--- src/rtl/instr_dcd_pkg.sv ---
// Shared definitions for the SPI command/data instruction decoder.
// State encodings, command byte bit positions and the address field width.
package instr_dcd_pkg;

    typedef enum logic [1:0] {
        ST_CMD      = 2'd0,
        ST_DATA     = 2'd1,
        ST_RD_ISSUE = 2'd2,
        ST_RD_CAPT  = 2'd3
    } state_t;

    localparam int CMD_RW_BIT   = 7;
    localparam int CMD_RSVD_BIT = 6;
    localparam int ADDR_FIELD_W = 6;

endpackage

--- src/rtl/instr_dcd.sv ---
// Decodes two-byte SPI frames (command, data) into register read/write strobes.
// Optional INSTR_DCD_BURST_EN: stay in the data phase and auto-increment addr until cs_n rises.
module instr_dcd
    import instr_dcd_pkg::*;
#(
    parameter int ADDR_W = ADDR_FIELD_W,
    parameter int DATA_W = 8
) (
    input  logic              clk,
    input  logic              rst_n,
    input  logic              cs_n,
    input  logic              byte_sync,
    input  logic [DATA_W-1:0] data_in,
    output logic [DATA_W-1:0] data_out,
    output logic              read,
    output logic              write,
    output logic [ADDR_W-1:0] addr,
    input  logic [DATA_W-1:0] data_read,
    output logic [DATA_W-1:0] data_write
);

    state_t state;
    logic   rw;
    logic   read_q;
    logic   write_q;

    // Strobes are registered, but a chip-select abort in the strobe cycle itself must still kill them.
    assign read  = read_q  & ~cs_n;
    assign write = write_q & ~cs_n;

    always_ff @(posedge clk or negedge rst_n) begin
        if (!rst_n) begin
            state      <= ST_CMD;
            rw         <= 1'b0;
            read_q     <= 1'b0;
            write_q    <= 1'b0;
            addr       <= '0;
            data_write <= '0;
            data_out   <= '0;
        end else begin
            read_q  <= 1'b0;
            write_q <= 1'b0;
            if (cs_n) begin
                state <= ST_CMD;
            end else begin
                case (state)
                    ST_CMD: begin
                        if (byte_sync) begin
                            rw   <= data_in[CMD_RW_BIT];
                            addr <= data_in[ADDR_W-1:0];
                            if (data_in[CMD_RW_BIT]) begin
                                state <= ST_DATA;
                            end else begin
                                state  <= ST_RD_ISSUE;
                                read_q <= 1'b1;
                            end
                        end
                    end
                    // The read strobe is high during this cycle, so data_read is valid at its closing edge.
                    ST_RD_ISSUE: begin
                        data_out <= data_read;
                        state    <= ST_RD_CAPT;
                    end
                    ST_RD_CAPT: begin
                        state <= ST_DATA;
                    end
                    ST_DATA: begin
`ifdef INSTR_DCD_BURST_EN
                        // Advance only once the write has gone out, so it lands on the current address.
                        if (write_q) begin
                            addr <= addr + ADDR_W'(1);
                        end
                        if (byte_sync) begin
                            if (rw) begin
                                data_write <= data_in;
                                write_q    <= 1'b1;
                            end else begin
                                addr   <= addr + ADDR_W'(1);
                                read_q <= 1'b1;
                                state  <= ST_RD_ISSUE;
                            end
                        end
`else
                        if (byte_sync) begin
                            if (rw) begin
                                data_write <= data_in;
                                write_q    <= 1'b1;
                            end
                            state <= ST_CMD;
                        end
`endif
                    end
                    default: begin
                        state <= ST_CMD;
                    end
                endcase
            end
        end
    end

endmodule

--- config.mk ---
export PLATFORM = sky130hd
export DESIGN_NAME = instr_dcd
export DESIGN_NICKNAME = d
export VERILOG_FILES = /design/src/rtl/instr_dcd_pkg.sv /design/src/rtl/instr_dcd.sv
export SDC_FILE = /design/constraint.sdc
export NUM_CORES = 1
export LEC_CHECK = 0
export CORE_MARGIN = 5
export CORE_UTILIZATION = 45
export DETAILED_ROUTE_END_ITERATION = 8
export PLACE_DENSITY = 0.92
export SLEW_MARGIN = 5
export SYNTH_ARGS = -nofsm -noshare
export SYNTH_HDL_FRONTEND = slang
export SYNTH_SLANG_ARGS = --single-unit
--- constraint.sdc ---
create_clock -name clk -period 3.5 [get_ports clk]
set_clock_uncertainty 0.05 [all_clocks]
set_input_delay 0.35 -clock clk [delete_from_list [all_inputs] [get_ports clk]]
set_output_delay 0.35 -clock clk [all_outputs]
set_load 0.01 [all_outputs]
Word level (Yosys, flattened, before mapping). Index checks and enable logic that the tools add are counted.

Register bits: 27. Latch bits: 0. RAM bits: 0. ROM bits: 0. Input port bits: 20. Output and inout port bits: 24. Word-level logic and storage cells: 33. Memories kept: 0.

$add $sub $neg: 0. $mul: 0. Divide/modulo/power cells: 0. Magnitude comparators: 0. Equal/unequal tests: 5. Shift operators: 0. Muxes and demuxes: 13. Bitwise logic cells: 3. Reductions and logical operators: 5.

Operator list (count): $mux W1 (8); $mux W2 (4); $pmux W2 S4 (1); $ne A3 B3 Y1 const B (2); $eq A2 B2 Y1 const B (2); $reduce_and A2 Y1 (2); $reduce_and A4 Y1 (1); $reduce_and A3 Y1 (1); $and A1 B1 Y1 (2); $eq A2 B1 Y1 const B (1); $logic_not A2 Y1 (1); $not A1 Y1 (1).

Logic depth before layout (Yosys ltp). Gate-level depths: netlist (run 1).

Depth in word-level cells: 4. Gate-level depth with buffers: 4. Gate-level depth less buffers: 3.

Worst setup path before layout (run 1). OpenSTA, ideal clock, no wires.

Path type: reg-to-reg. Start point: register state[1]. End point: register data_write[0]. Setup time: 0.125 ns. Arrival time: 1.235 ns. Data required time: 3.325 ns. Path slack: 2.090 ns. Stages on the path, launching flop included: 4. Buffers on the path: 0. Clock period less this slack: 1.410 ns. Cell sequence: dfrtp_1 nand2b_4 nor3_4 mux2_2.

Cells in the longest elaborated chain, start to end: 2.

Ends and longest elaborated chain: start: declaration (RTL line instr_dcd.sv:22) `state_t state;`; start signal: assignment (RTL line instr_dcd.sv:33) `state <= ST_CMD;`; start signal: assignment (RTL line instr_dcd.sv:44) `state <= ST_CMD;`; start signal: assignment (RTL line instr_dcd.sv:52) `state <= ST_DATA;`; $eq A2 B1 Y1 (RTL line instr_dcd.sv:46) `case (state)`; $reduce_and A4 Y1 (no line); end signal: assignment (RTL line instr_dcd.sv:86) `data_write <= data_in;`; end: declaration (RTL line instr_dcd.sv:19) `output logic [DATA_W-1:0] data_write`.

No other way between the ends. A chain may end at the register's enable or synchronous reset.

Worst setup path after layout (run 1).
Start point: input port cs_n. End point: output port write.

Cells in the longest elaborated chain, start to end: 2.

Ends and longest elaborated chain: start: declaration (RTL line instr_dcd.sv:11) `input logic cs_n,`; $not A1 Y1 (no line); $and A1 B1 Y1 (RTL line instr_dcd.sv:29) `assign write = write_q & ~cs_n;`; end: declaration (RTL line instr_dcd.sv:16) `output logic write,`.

No other way between the ends.

==> results of run 1 <==
==> timing repair <==
action,in CTS,in global routing
endpoints found under the hold margin,0,22
setup endpoints to repair,0,0
hold buffers,0,1
==> layout make-up <==
cell class	instances	area [µm²]	share of cell area (%)
clock inverter	1	7.51	0.482
inverter	2	7.51	0.482
timing repair buffer	44	435	28.0
clock buffer	3	22.5	1.45
sequential	27	676	43.4
multi-input combinational	36	373	24.0
tap	28	35.0	2.25
==> metal layers <==
layer  vias up  GRT usage [%]
met5         -              0
met4         0           7.77
met3         5           2.85
met2        26           21.5
met1       379           16.4
li1        327              -
==> cell usage in the layout, fill, tap and decap left out, types with 2 or more instances in the layout <==
master and instances:
clkdlybuf4s50_1 42, dfrtp_1 27, mux2_2 23, a21oi_1 3
clkbuf_4 3, nor2b_1 2, nor3_4 2, inv_1 2
==> worst max-delay path, delay by kind of cell <==
kind	cells	cell delay [ps]
buffers and inverters	2	1180
AND/OR/NAND/NOR	1	190
==> sequential cells by signal (all words and copies together), names as in the netlist <==
name and cells:
data_write 8, addr 6, state 2, rw 1, data_out 8, read_q 1
write_q 1
==> power by group <==
part / internal (µW) / switching [µW]
clock network: 43.8 / 92.1
logic: 228 / 119
registers: 400 / 49.2
==> cells by family (layout without fill, tap and decap cells) <==
group | Yosys count | count (layout) | share of synthesized area, %
and+or+nand+nor | 10 | 10 | 9.20
AOI/OAI and AO/OA | 3 | 3 | 1.40
buffers and inverters | 4 | 50 | 2.45
DFF | 27 | 27 | 62.9
muxes | 23 | 23 | 24.1
==> per-stage QoR <==
step	instances	area, µm²	hold slack, ps	power (µW)	setup slack, ps
floorplan	67	1070	4.41	586	2090
global placement	136	1520	441	795	1400
detailed placement	136	1520	445	809	1370
CTS	140	1550	478	945	1370
global route	141	1560	493	984	1320
finish	141	1560	474	932	1380
==> final timing paths <==
path / start / endpoint / slack (ps) / depth (start not counted)
setup / recovery: cs_n / write / 1380 / 3
hold / removal: addr[5] / addr[5] / 470 / 1
setup reg to reg: state[0] / data_write[3] / 1860 / 3
hold reg to reg: addr[5] / addr[5] / 470 / 1
max in group asynchronous: rst_n / data_out[2] / 2530 / 2
min in group asynchronous: rst_n / data_write[4] / 490 / 2
==> summary.txt, run 1 <==
Worst hold path
  – Worst hold path class: register to register

Synthesis
  – Mapped Nets: 87
  – Synth cell count leaders: 27 x dfrtp_1, 23 x mux2_2, 3 x a21oi_1
  – Top cells by area, synth: dfrtp_1 63%, mux2_2 24%, nor3_4 3.0%
  – Mapped Area: 1070 µm²
  – Flops & latches, synth: 27
  – Sequential area share after synthesis: 62.9%
  – Synth Instances: 67
  – YS warnings: 0
  – Most common cell in the synthesized netlist: dfrtp_1
  – Ys async rst share: 100%
  – Syn Area/Cell: 16.0 µm²
  – Prevailing post-synth register cell: dfrtp_1
  – Area share of the largest cell type after synthesis: 62.9%
  – Synth unique cells: 14
  – Post-synth EDFFs: 0
  – Yosys top cell by area: dfrtp_1

Critical path
  – Worst Path Arrival: 1720 ps
  – Biggest cell delay along the critical path: 640 ps
  – Crit path cell chain: clkdlybuf4s50_1 -> nor2b_1 -> clkdlybuf4s50_1
  – Crit. End Element: output pin
  – CP max stage cell: clkdlybuf4s50_1
  – Critical path class: primary input to output pin
  – CP required: 3100 ps
  – Crit-path max FO: 8
  – Startpoint types: primary input
  – CP dominant cell by count: clkdlybuf4s50_1

STA
  – Fin. Hold Viols: 0
  – Final setup TNS: 0 ps
  – Slew HR: 61.4%
  – Final setup violation count: 0
  – Fin crit share: 60.6%
  – Maximum clock rate: 0.471 GHz
  – RSZ-0062 raised after global routing: no
  – Post-layout min period: 2120 ps
  – Slew Viols, Final: 0
  – Slew of the pin with the lowest slew margin: 579 ps

Clock tree
  – CTS tree: built
  – CTS resizes: 0
  – CTS HTree Levels: 1
  – Clock Sinks: 27
  – Clk buf depth: 2
  – TritonCTS Buffers: 3
  – Root Driver: clkbuf_4
  – Worst skew pair latency: 320 ps
  – Postcts setup bufs: 0
  – Worst-path clk slew: 140 ps

Routing
  – Highest Signal Layer: met4
  – Wire per inst: 15.9 µm
  – Antenna viol nets, final: 0
  – DR pass1 iterations: 4
  – DR vias/cell: 5.23
  – Vias: 737
  – Residual DRC: 0
  – M1 wire length: 963 µm
  – DR iter-0 viols: 21
  – Routed met2 length: 1090 µm
  – Length of routed met3 wiring: 130 µm
  – Final Routed Wirelength: 2240 µm

Final layout
  – Nets@finish: 134
  – Layout area overhead: 44.8%
  – Fin util: 69.0%
  – FILL cells: 168
  – ANT cells: 0
  – Layout cell share with drive strength beyond 1: 28.3%

Floorplan
  – Boundary Pins: 44
  – Die span in x: 58.9 µm
  – Initial core utilization: 47.7%
  – Rows: 17
  – DIE HEIGHT: 58.9 µm
  – Core area: 2250 µm²
  – Die ar.: 3470 µm²

Global routing
  – Total gr overflow: 0
  – Largest net degree at the start of global routing: 28
  – Vias in the first global route: 740
  – Tot GR Track Use: 13.3%
  – First-pass GRT wire length: 3440 µm
  – Initial antenna violation count: 0

Pwr
  – Max VDD drop: 0.419 mV
  – Power per Cell Area: 599 nW/µm²
  – Pleak: 0.000647 µW

Place
  – Placer Congestion: 0.873
  – Post-DP HPWL: 1700 µm
  – Port Buf Inserts: 43

Status
  – Status: finished clean

Run
  – Max-cap violations: 0
(Power assumes the default switching activity.)
==> run 2: changes to the inputs <==
--- a/config.mk
+++ b/config.mk
@@ -6,9 +6,9 @@
 export NUM_CORES = 1
 export LEC_CHECK = 0
 export CORE_MARGIN = 5
-export CORE_UTILIZATION = 45
+export CORE_UTILIZATION = 37
 export DETAILED_ROUTE_END_ITERATION = 8
-export PLACE_DENSITY = 0.92
+export PLACE_DENSITY = 0.82
 export SLEW_MARGIN = 5
 export SYNTH_ARGS = -nofsm -noshare
 export SYNTH_HDL_FRONTEND = slang
==> constraint.sdc (replaced) <==
create_clock -name clk -period 1.95 [get_ports clk]
set_clock_uncertainty 0.05 [all_clocks]
set_input_delay 0.195 -clock clk [delete_from_list [all_inputs] [get_ports clk]]
set_output_delay 0.195 -clock clk [all_outputs]
set_load 0.01 [all_outputs]
==> run 2 against run 1 <==
Effect of this change: core utilization shrank 12 points; critical endpoint unchanged; total power grew 79%; first-iteration DRC count shrank 100%; sequential cell count is the same; highest routed layer is now met3; non-clock buffer count grew 2; clock-buffer cell count grew 1; final area grew 1.1%; final cell count grew 3.5%; register-to-register slack lost 1400 ps; die area grew 18%.
==> summary.txt, run 2 (synthesis gave the netlist of run 1 again) <==
Status
  – Status: finished clean

Routing
  – DR iter-0 viols: 0
  – DR pass1 iterations: 1
  – Antenna viol nets, final: 0
  – Residual DRC: 0
  – Wire per inst: 15.5 µm
  – Final Routed Wirelength: 2260 µm
  – Vias: 717
  – DR vias/cell: 4.91

Floorplan
  – Initial core utilization: 38.6%
  – Rows: 19
  – Die span in x: 63.9 µm
  – DIE HEIGHT: 63.9 µm
  – Boundary Pins: 44
  – Core area: 2780 µm²
  – Die ar.: 4080 µm²

STA
  – Final setup violation count: 0
  – Slew of the pin with the lowest slew margin: 414 ps
  – Maximum clock rate: 0.599 GHz
  – Final setup TNS: 0 ps
  – Fin crit share: 85.7%
  – Slew HR: 72.4%
  – RSZ-0062 raised after global routing: no
  – Slew Viols, Final: 0
  – Fin. Hold Viols: 0
  – Post-layout min period: 1670 ps

Critical path
  – CP dominant cell by count: clkdlybuf4s50_1
  – Critical path class: primary input to output pin
  – Crit path cell chain: clkdlybuf4s50_1 -> buf_4 -> nor2b_1 -> clkdlybuf4s50_1
  – Crit path buf inv count: 3
  – Biggest cell delay along the critical path: 540 ps
  – CP max stage cell: clkdlybuf4s50_1
  – Worst Path Arrival: 1430 ps
  – CP required: 1700 ps
  – Crit. End Element: output pin
  – Startpoint types: primary input
  – Delay-heaviest family, CP: buffers and inverters
  – Crit-path max FO: 8

Final layout
  – Layout cell share with drive strength beyond 1: 28.7%
  – ANT cells: 0
  – Most common cell after layout, fill and taps aside: clkdlybuf4s50_1
  – Nets@finish: 136
  – Layout area overhead: 46.4%
  – Register area: 676 µm²
  – Top flop regs: data_out (8), data_write (8), addr (6)
  – Most frequent cells in the layout: 43 x clkdlybuf4s50_1, 27 x dfrtp_1, 23 x mux2_2
  – FILL cells: 258
  – Area of the multi-input gates: 373 µm²

Place
  – Port Buf Inserts: 43
  – Placer Congestion: 0.797
  – Post-DP HPWL: 1750 µm

Pwr
  – Final Power: 1670 µW
  – Max VDD drop: 0.783 mV
  – Power per Cell Area: 1060 nW/µm²
  – Pleak: 0.000659 µW

Clock tree
  – Worst skew pair latency: 310 ps
  – CTS Hold Bufs: 0
  – Worst-path clk slew: 150 ps
  – Postcts setup bufs: 0
  – Root Driver: clkbuf_4
  – CTS HTree Levels: 1
  – CTS resizes: 0
  – CTS tree: built
  – Clk buf depth: 2
  – TritonCTS Buffers: 3
  – Clock Sinks: 27

Global routing
  – First-pass GRT wire length: 3720 µm
  – Tot GR Track Use: 11.1%
  – Vias in the first global route: 783
  – Total gr overflow: 0
  – Initial antenna violation count: 0
  – Largest net degree at the start of global routing: 28

Worst hold path
  – Worst hold path class: primary input to asynchronous set/reset pin

Run
  – Max-cap violations: 0
-- run 2: cell count changes in the layout (fill, tap and decap cells not counted), sizes merged --
| cell | change |
|---|---|
| buf | +2 |
| clkdlybuf4s50 | +1 |
| clkbuf | +1 |
| clkinvlp | -1 |
| dlygate4sd3 | -1 |
-- run 2: where the power goes --
part | switching, µW | internal [µW] | total (µW)
clock network | 158 | 79.9 | 238
logic | 217 | 413 | 630
registers | 85.3 | 718 | 803
total | 460 | 1210 | 1670
-- run 2: cell type report --
class                      count  area share (%)
timing repair buffer          46            28.8
sequential                    27            42.9
tap                           31            2.46
clock buffer                   4            1.67
inverter                       2           0.477
multi-input combinational     36            23.7
-- run 2: layer usage --
layer	vias up	share of wire [%]	track usage [%]
met4	0	0	2.34
met2	34	49	19.3
met5	-	0	0
met1	352	42	13.2
met3	0	9.0	3.68
li1	331	-	-
-- run 2: stage by stage --
stage               instances  hold WS, ps  utilization [%]  worst slack, ps  cell area [µm²]
floorplan                  67         -151                -              540             1070
global placement          142          439             55.6              226             1550
detailed placement        142          445             55.6              194             1550
CTS                       146          182             56.6              271             1570
global route              146          185             56.6              223             1570
finish                    146          175             56.6              280             1570
-- run 2: final timing paths --
path                       cells past startpoint            end    startpoint  slack, ps
min                                            2  data_write[1]         rst_n        170
max                                            4          write          cs_n        280
max in group asynchronous                      2       state[1]         rst_n       1420
min reg2reg                                    1    data_out[4]   data_out[4]        470
max reg2reg                                    4  data_write[4]      state[0]        430
min in group clk                               2    data_out[4]  data_read[4]        430
==> run 3: changes to the inputs <==
--- a/config.mk
+++ b/config.mk
@@ -6,9 +6,10 @@
 export NUM_CORES = 1
 export LEC_CHECK = 0
 export CORE_MARGIN = 5
-export CORE_UTILIZATION = 37
+export CORE_UTILIZATION = 50
 export DETAILED_ROUTE_END_ITERATION = 8
-export PLACE_DENSITY = 0.82
+export DONT_BUFFER_PORTS = 1
+export PLACE_DENSITY = 0.77
 export SLEW_MARGIN = 5
 export SYNTH_ARGS = -nofsm -noshare
 export SYNTH_HDL_FRONTEND = slang
==> run 3 against run 2 <==
Effect of this change: hold slack worse by 110 ps; clock power decreased by 3%; worst setup slack better by 83 ps; via count decreased by 14%; final area fell by 16%; critical path type is now register to register; largest power group unchanged.
==> summary.txt, run 3 (synthesis gave the netlist of run 1 again) <==
Final layout
  – ANT cells: 0
  – Top flop regs: data_out (8), data_write (8), addr (6)
  – Most frequent cells in the layout: 27 x dfrtp_1, 23 x mux2_2, 19 x dlygate4sd3_1
  – FILL cells: 147
  – Layout cell share with drive strength beyond 1: 34.8%
  – Layout area overhead: 23.4%
  – Nets@finish: 110
  – Design area: 1330 µm²
  – Most common cell after layout, fill and taps aside: dfrtp_1
  – Fin util: 66.3%

Status
  – Status: finished clean

Routing
  – Final Routed Wirelength: 2000 µm
  – Antenna viol nets, final: 0
  – DR iter-0 viols: 9
  – Wire per inst: 17.2 µm
  – DR pass1 iterations: 4
  – Residual DRC: 0
  – DR vias/cell: 5.32
  – Vias: 617

Clock tree
  – Root Driver: clkbuf_4
  – Worst-path clk slew: 130 ps
  – CTS tree: built
  – TritonCTS Buffers: 3
  – Clock Sinks: 27
  – Clk buf depth: 2
  – Postcts setup bufs: 0
  – CTS HTree Levels: 1
  – CTS Hold Bufs: 20
  – Worst skew pair latency: 310 ps
  – CTS resizes: 0

STA
  – Fin crit share: 81.4%
  – Slew HR: 69.9%
  – Final setup violation count: 0
  – Maximum clock rate: 0.630 GHz
  – Fin. Hold Viols: 0
  – RSZ-0062 raised after global routing: no
  – Slew of the pin with the lowest slew margin: 451 ps
  – Slew Viols, Final: 0
  – Final setup TNS: 0 ps
  – Post-layout min period: 1590 ps

Worst hold path
  – Worst hold path class: primary input to register
  – Hold path startpoint: byte_sync

Critical path
  – Crit. End Element: register
  – CP startpoint: state[0]
  – Crit-path max FO: 9
  – Startpoint types: register
  – FF-to-FF Start: state[0]
  – Critical path class: register to register
  – Worst Path Arrival: 1750 ps
  – CP required: 2110 ps

Floorplan
  – Initial core utilization: 53.7%
  – Boundary Pins: 44
  – Die ar.: 3180 µm²
  – Core area: 2000 µm²
  – DIE HEIGHT: 56.4 µm
  – Rows: 16
  – Die span in x: 56.4 µm

Place
  – Post-DP HPWL: 1310 µm
  – Cell Area, Placed: 1090 µm²
  – Port Buf Inserts: 0
  – Placer Congestion: 0.705

Global routing
  – Initial antenna violation count: 0
  – First-pass GRT wire length: 3480 µm
  – Vias in the first global route: 712
  – Tot GR Track Use: 13.9%
  – Largest net degree at the start of global routing: 28
  – Total gr overflow: 0

Pwr
  – Power per Cell Area: 1030 nW/µm²
  – Max VDD drop: 0.670 mV
  – Pleak: 0.000567 µW

Run
  – Max-cap violations: 0
-- run 3: changes by cell type in the layout (fill, tap and decap cells not counted) --
cell | previous run | this run
clkdlybuf4s50_1 | 43 | 0
dlygate4sd3_1 | 0 | 19
buf_4 | 3 | 0
buf_12 | 0 | 1
-- run 3: cell type report --
type                            count  area [µm²]  area share [%]
Multi-Input combinational cell     36         373            28.1
Clock buffer                        4        26.3            1.98
Tap cell                           27        33.8            2.55
Sequential cell                    27         676            50.9
Timing Repair Buffer               20         210            15.8
Inverter                            2        7.51           0.566
-- run 3: routing by layer --
metal  GRT usage [%]  share of wire, %  vias to the layer above
li1                -                 -                      280
met2            22.7                51                       25
met3            5.28               7.7                        2
met4            5.08              0.35                        0
met1            16.6                41                      310
met5               0                 0                        -
-- run 3: power by group --
part           switching [µW]  internal (µW)
Combinational            72.2            156
Sequential                185            719
Clock                     151           79.9
-- run 3: worst paths after layout --
check                                end  slack, ps  cells past startpoint
min in group asynchronous  data_write[4]        250                      2
min                             state[0]         70                      3
max in group asynchronous         read_q       1460                      2
min reg2reg                           rw        480                      1
max                        data_write[7]        360                      3
max reg2reg                data_write[7]        360                      3
-- run 3: per-stage QoR --
| step | hold slack [ps] | cells | total power (µW) | worst slack (ps) |
|---|---|---|---|---|
| floorplan | -151 | 67 | 1050 | 540 |
| global placement | -150 | 92 | 1090 | 407 |
| detailed placement | -150 | 92 | 1100 | 343 |
| CTS | 58.3 | 116 | 1370 | 332 |
| global route | 76.5 | 116 | 1440 | 246 |
| finish | 65.3 | 116 | 1360 | 363 |
-- run 3: critical path, stage by stage, from the launching register on --
cell and delay, ps:
dfrtp_1 550, nand2_1 140, nor3_4 360, mux2_2 380
